### src/rtl/tetris_input_pkg.sv
// Shared constants for the NES input path: button codes, queue command encoding, DAS defaults.
// Read by input_command_queue, which builds auto-repeat only when INPUT_DAS_EN is defined.
package tetris_input_pkg;

   localparam logic [3:0] BtnNone   = 4'd0;
   localparam logic [3:0] BtnA      = 4'd1;
   localparam logic [3:0] BtnB      = 4'd2;
   localparam logic [3:0] BtnSelect = 4'd3;
   localparam logic [3:0] BtnStart  = 4'd4;
   localparam logic [3:0] BtnUp     = 4'd5;
   localparam logic [3:0] BtnDown   = 4'd6;
   localparam logic [3:0] BtnLeft   = 4'd7;
   localparam logic [3:0] BtnRight  = 4'd8;

   typedef enum logic [2:0] {
      CmdMoveL    = 3'd0,
      CmdMoveR    = 3'd1,
      CmdSoftDrop = 3'd2,
      CmdHardDrop = 3'd3,
      CmdRotCw    = 3'd4,
      CmdRotCcw   = 3'd5,
      CmdPause    = 3'd6,
      CmdSwap     = 3'd7
   } cmd_e;

   localparam int unsigned DasDelayDefault = 16;
   localparam int unsigned DasRateDefault  = 6;

   function automatic logic is_legal_code(input logic [3:0] code);
      return (code != BtnNone) && (code <= BtnRight);
   endfunction

   function automatic cmd_e map_button(input logic [3:0] code);
      case (code)
         BtnLeft:   return CmdMoveL;
         BtnRight:  return CmdMoveR;
         BtnDown:   return CmdSoftDrop;
         BtnUp:     return CmdHardDrop;
         BtnA:      return CmdRotCw;
         BtnB:      return CmdRotCcw;
         BtnStart:  return CmdPause;
         BtnSelect: return CmdSwap;
         default:   return CmdMoveL;
      endcase
   endfunction

   function automatic logic is_repeatable(input cmd_e c);
      return (c == CmdMoveL) || (c == CmdMoveR) || (c == CmdSoftDrop);
   endfunction

endpackage

### src/rtl/cmd_fifo.sv
// Power-of-two circular command FIFO; a pop frees a slot for a push in the same cycle.
// Reads return zero while empty so the head bus is quiet when nothing is queued.
module cmd_fifo #(
   parameter int unsigned DEPTH = 4,
   parameter int unsigned WIDTH = 3,
   localparam int unsigned PtrW = $clog2(DEPTH),
   localparam int unsigned CntW = $clog2(DEPTH) + 1
) (
   input  logic             clk,
   input  logic             rst_n,
   input  logic             push,
   input  logic [WIDTH-1:0] wdata,
   input  logic             pop,
   output logic [WIDTH-1:0] rdata,
   output logic             full,
   output logic             empty,
   output logic [CntW-1:0]  count
);

   logic [WIDTH-1:0] mem_q [DEPTH];
   logic [PtrW-1:0]  wr_ptr_q, rd_ptr_q;
   logic [CntW-1:0]  count_q;
   logic             do_push, do_pop;

   assign empty   = (count_q == '0);
   assign full    = (count_q == CntW'(DEPTH));
   assign do_pop  = pop && !empty;
   assign do_push = push && (!full || do_pop);
   assign count   = count_q;
   assign rdata   = empty ? '0 : mem_q[rd_ptr_q];

   always_ff @(posedge clk or negedge rst_n) begin
      if (!rst_n) begin
         wr_ptr_q <= '0;
         rd_ptr_q <= '0;
         count_q  <= '0;
         for (int i = 0; i < int'(DEPTH); i++) mem_q[i] <= '0;
      end else begin
         if (do_push) begin
            mem_q[wr_ptr_q] <= wdata;
            wr_ptr_q        <= wr_ptr_q + PtrW'(1);
         end
         if (do_pop) rd_ptr_q <= rd_ptr_q + PtrW'(1);
         if (do_push && !do_pop)      count_q <= count_q + CntW'(1);
         else if (do_pop && !do_push) count_q <= count_q - CntW'(1);
      end
   end

endmodule

### src/rtl/input_command_queue.sv
// Per-frame button sampling, press/hold detection and command queueing for the grid controller.
// Define INPUT_DAS_EN to build delayed auto-shift repeats for held move/soft-drop buttons.
module input_command_queue
   import tetris_input_pkg::*;
#(
   parameter int unsigned FIFO_DEPTH = 4,
   parameter int unsigned DAS_DELAY  = DasDelayDefault,
   parameter int unsigned DAS_RATE   = DasRateDefault
) (
   input  logic                        clk,
   input  logic                        reset,
   input  logic [3:0]                  button_code,
   input  logic                        frame_tick,
   output logic                        cmd_valid,
   output logic [2:0]                  cmd,
   input  logic                        cmd_ready,
   output logic [$clog2(FIFO_DEPTH):0] cmd_count,
   output logic                        overflow
);

   if (!((FIFO_DEPTH >= 2) && ((FIFO_DEPTH & (FIFO_DEPTH - 1)) == 0) && (DAS_DELAY > 0) &&
         (DAS_RATE > 0) && (DAS_DELAY + DAS_RATE <= 63))) begin : g_param_check
      $error("input_command_queue: illegal parameter set");
   end

   logic [3:0] frame_code_q, prev_code_q;
   logic       code_legal, press, push, pop, full, empty, overflow_q, repeat_push;
   cmd_e       frame_cmd;

   assign code_legal = is_legal_code(button_code);
   assign frame_cmd  = map_button(frame_code_q);
   assign press      = frame_tick && (frame_code_q != BtnNone) && (frame_code_q != prev_code_q);
   assign push       = press || repeat_push;
   assign pop        = cmd_valid && cmd_ready;
   assign cmd_valid  = !empty;
   assign overflow   = overflow_q;

   // A code seen in the tick cycle seeds the next frame rather than the one being closed.
   always_ff @(posedge clk or negedge reset) begin
      if (!reset) begin
         frame_code_q <= BtnNone;
         prev_code_q  <= BtnNone;
      end else if (frame_tick) begin
         prev_code_q  <= frame_code_q;
         frame_code_q <= code_legal ? button_code : BtnNone;
      end else if (code_legal) begin
         frame_code_q <= button_code;
      end
   end

   always_ff @(posedge clk or negedge reset) begin
      if (!reset) overflow_q <= 1'b0;
      else if (push && full && !pop) overflow_q <= 1'b1;
   end

`ifdef INPUT_DAS_EN
   logic [5:0] hold_cnt_q, hold_cnt_d, hold_inc;
   logic       held;

   assign held     = frame_tick && (frame_code_q != BtnNone) && (frame_code_q == prev_code_q);
   assign hold_inc = (hold_cnt_q == 6'd63) ? hold_cnt_q : hold_cnt_q + 6'd1;

   // After the first repeat the counter rewinds to DAS_DELAY so the rate period recurs forever.
   always_comb begin
      hold_cnt_d  = hold_cnt_q;
      repeat_push = 1'b0;
      if (held) begin
         hold_cnt_d = hold_inc;
         if (is_repeatable(frame_cmd)) begin
            if (hold_inc == 6'(DAS_DELAY)) begin
               repeat_push = 1'b1;
            end else if (hold_inc == 6'(DAS_DELAY + DAS_RATE)) begin
               repeat_push = 1'b1;
               hold_cnt_d  = 6'(DAS_DELAY);
            end
         end
      end else if (frame_tick) begin
         hold_cnt_d = '0;
      end
   end

   always_ff @(posedge clk or negedge reset) begin
      if (!reset) hold_cnt_q <= '0;
      else        hold_cnt_q <= hold_cnt_d;
   end
`else
   assign repeat_push = 1'b0;
`endif

   cmd_fifo #(
      .DEPTH (FIFO_DEPTH),
      .WIDTH (3)
   ) u_cmd_fifo (
      .clk   (clk),
      .rst_n (reset),
      .push  (push),
      .wdata (frame_cmd),
      .pop   (pop),
      .rdata (cmd),
      .full  (full),
      .empty (empty),
      .count (cmd_count)
   );

endmodule

### config.mk
export PLATFORM = sky130hd
export DESIGN_NAME = input_command_queue
export DESIGN_NICKNAME = d
export VERILOG_FILES = /design/src/rtl/tetris_input_pkg.sv /design/src/rtl/cmd_fifo.sv /design/src/rtl/input_command_queue.sv
export SDC_FILE = /design/constraint.sdc
export NUM_CORES = 1
export LEC_CHECK = 0
export ABC_AREA = 1
export CAP_MARGIN = 40
export CORE_ASPECT_RATIO = 1.4
export CORE_MARGIN = 3
export CORE_UTILIZATION = 55
export DETAILED_ROUTE_END_ITERATION = 8
export PLACE_DENSITY = 0.83
export RECOVER_POWER = 50
export REMOVE_ABC_BUFFERS = 1
export SYNTH_ARGS = -nofsm -noshare
export SYNTH_HDL_FRONTEND = slang
export SYNTH_SLANG_ARGS = --single-unit
export TNS_END_PERCENT = 1
### constraint.sdc
create_clock -name clk -period 2.8 [get_ports clk]
set_input_delay 0.42 -clock clk [delete_from_list [all_inputs] [get_ports clk]]
set_output_delay 0.42 -clock clk [all_outputs]
set_load 0.03 [all_outputs]
==> metrics.txt <==
Setup crit end kind output port; CTS hold repair buffers 0; TNS Setup 0 ps; Ys Warns 0; total CTS buffers 3; Routed Antenna Nets 0; row cnt 21; Max Cap Viol 0; first-pass GRT wire length 5470 µm; static leakage 0.860 nW; RSZ-0062 raised after global routing no; FMAX 415 MHz; worst skew pair latency 320 ps; clk_skew a little under 5 ps; DIE WIDTH 50.0 µm; Initial Utilization 0.598; min-delay src u_cmd_fifo.mem_q[2]; initial DRC count 30; Clock Tree Buf Depth 2; clk sinks 28; root buffer cell clkbuf_4; Ports 16; post-synth cell types 25; switching power share of the total 0.437; Hold Path Class flip-flop to flip-flop; die height 67.6 µm; Worst Hold Depth 2; H-tree levels 1; CP Cell Sequence inv_1 -> o21ai_0 -> a21oi_1 -> clkdlybuf4s50_1; maximum VDD drop 547 µV; Core Box Area 0.00250 mm²; Req. time, crit path 2380 ps; endpoints failing hold 0; vias in the first global route ~1300; buffers added on ports 15; initial antenna violation count 0; Setup CP Type flip-flop to output port; DRC errors left 0; Power Dens Cells between 1000 and 1500 mW/mm²; crit-path max FO 8; DRT Pass-1 Iters 4; Worst-Margin Slew 1440 ps; Post-Route WL 3260 µm; clock slew at reported path FFs 150 ps; Sequential Power Share 0.392; status completed; Syn Area/Cell around 8 µm²; Gate Count Post-Synth 190; worst flop-to-flop path startpoint frame_code_q[2]; post-CTS setup buffers 0; largest net degree at the start of global routing 29; Pint 973 µW; Comb power frac 0.494; sequential fraction of the synthesis area 0.469; critical path's largest stage delay 680 ps; switching pwr 756 µW; wire per inst 13.4 µm; R2R cell count 13; CTS tree yes; Yosys reg bits 28; Clock Power Share 0.114; die area 0.00338 mm²; global route overflow 0; GP Congestion 0.827; crit path DAT 1990 ps; fin util 0.689; Syn Std Cell Area 0.00149 mm²; CP max-delay cell clkdlybuf4s50_1; final worst path period share 0.862; Tot Pwr ~1.7 mW; min cycle time layout about 2400 ps; Tot GR Track Use 0.213; Post-CTS Resized 0; number of vias per cell 5.30; layout cells sized above 1 0.0526; fin. max-slew vios 0; DP Wirelength roughly 2600 µm; via count 1287; Max-slew headroom 0.0409; Startpoint Class flip-flop; crit path from u_cmd_fifo.rd_ptr_q[0]; Layout area overhead 15.3%; final setup violation count 0; Final #Nets about 220; ANT cells 0
## cells by family (layout without fill, tap and decap cells)
group                    after synthesis  after routing  share of synthesized area
adder cells (fa/ha/maj)                6              6                     0.0553
AND/OR/NAND/NOR                       96             96                      0.265
AO/OA/AOI/OAI                         28             28                      0.111
XOR/XNOR                               4              4                     0.0235
flip-flops                            28             28                      0.469
buffers and inverters                 27             46                     0.0687
multiplexers                           1              1                    0.00754
## routing by layer
metal,GRT usage,vias to the layer above,part of all wire
met5,0,-,0
met4,0.121,0,0.023
met3,0.0287,8,0.039
met2,0.420,37,0.56
met1,0.209,608,0.37
li1,-,634,-
## area by class of cell
| cell class | count | area (µm²) |
|---|---|---|
| sequential | 28 | 701 |
| multi-input combinational | 135 | 689 |
| fill | 217 | 776 |
| timing repair buffer | 17 | 158 |
| inverter | 25 | 93.8 |
| clock buffer | 4 | 36.3 |
| tap | 34 | 42.5 |
## sequential cells by signal, summed over array words and instances (netlist names)
name                 count
u_cmd_fifo.mem_q        12
u_cmd_fifo.rd_ptr_q      2
u_cmd_fifo.count         3
overflow                 1
prev_code_q              4
u_cmd_fifo.wr_ptr_q      2
frame_code_q             4
## power by group through the flow
stage	logic (mW)	registers, mW	clock network, mW
2_1_floorplan	0.521	0.705	0
3_3_place_gp	0.806	0.675	0
3_5_place_dp	0.858	0.685	0
4_1_cts	0.862	0.677	0.203
5_1_grt	0.945	0.696	0.214
6_report	0.854	0.677	0.197
## cells in the mapped netlist
cell type / number / area [µm²]
o21ai_0: 13 / 65.1
buf_2: 1 / 5.00
a21oi_1: 7 / 35.0
nor3_1: 2 / 10.0
nand4_1: 5 / 31.3
inv_1: 24 / 90.1
nor2_2: 1 / 6.26
dfrtp_1: 28 / 701
a22oi_1: 1 / 7.51
o21bai_1: 1 / 7.51
clkbuf_1: 1 / 3.75
fa_1: 1 / 20.0
ha_1: 5 / 62.6
a21oi_4: 1 / 16.3
nor2_1: 23 / 86.3
xor2_1: 3 / 26.3
nand3_4: 1 / 17.5
mux2_2: 1 / 11.3
o22ai_1: 4 / 25.0
xnor2_1: 1 / 8.76
nand2_1: 62 / 233
inv_2: 1 / 3.75
o21ai_2: 1 / 8.76
nand2_2: 1 / 6.26
nand3_1: 1 / 5.00
## stage by stage
| stage | setup slack, ps | std cells | hold slack [ps] | cell area [µm²] |
|---|---|---|---|---|
| 6_report | 388 | 243 | 504 | 1720 |
| 5_1_grt | 210 | 243 | 514 | 1720 |
| 4_1_cts | 358 | 243 | 455 | 1730 |
| 3_5_place_dp | 245 | 239 | 469 | 1690 |
| 3_3_place_gp | 322 | 239 | 465 | 1690 |
| 2_1_floorplan | 661 | 188 | 124 | 1480 |
## worst max-delay path, delay by kind of cell (launching register included)
family	cells	cell delay, ps
buffers and inverters	2	880
AOI/OAI and AO/OA	2	280
DFF	1	500
## placed cells by master (no fill, tap or decap)
| cell type | instances |
|---|---|
| xor2_1 | 3 |
| clkbuf_8 | 1 |
| a21oi_1 | 7 |
| inv_1 | 24 |
| inv_2 | 1 |
| clkdlybuf4s50_1 | 13 |
| clkbuf_4 | 3 |
| fa_1 | 1 |
| o21ai_2 | 1 |
| a21oi_4 | 1 |
| xnor2_1 | 1 |
| nor3_1 | 2 |
| dlygate4sd3_1 | 2 |
| ha_1 | 5 |
| dfrtp_1 | 28 |
| o21ai_0 | 13 |
| nand4_1 | 5 |
| o22ai_1 | 4 |
| nor2_2 | 1 |
| nand2_1 | 62 |
| a22oi_1 | 1 |
| clkbuf_1 | 2 |
| nand2_2 | 1 |
| nand3_4 | 1 |
| mux2_2 | 1 |
| nor2_1 | 23 |
| nand3_1 | 1 |
| o21bai_1 | 1 |
## path summary, 6_finish.rpt
path | to | slack [ps]
max | cmd[0] | 390
min | u_cmd_fifo.mem_q[2] | 500
min reg2reg | u_cmd_fifo.mem_q[2] | 500
min in group asynchronous | u_cmd_fifo.count[2] | 940
max in group asynchronous | u_cmd_fifo.mem_q[7] | 1030
max reg2reg | u_cmd_fifo.count[2] | 500
(Power assumes the default switching activity.)
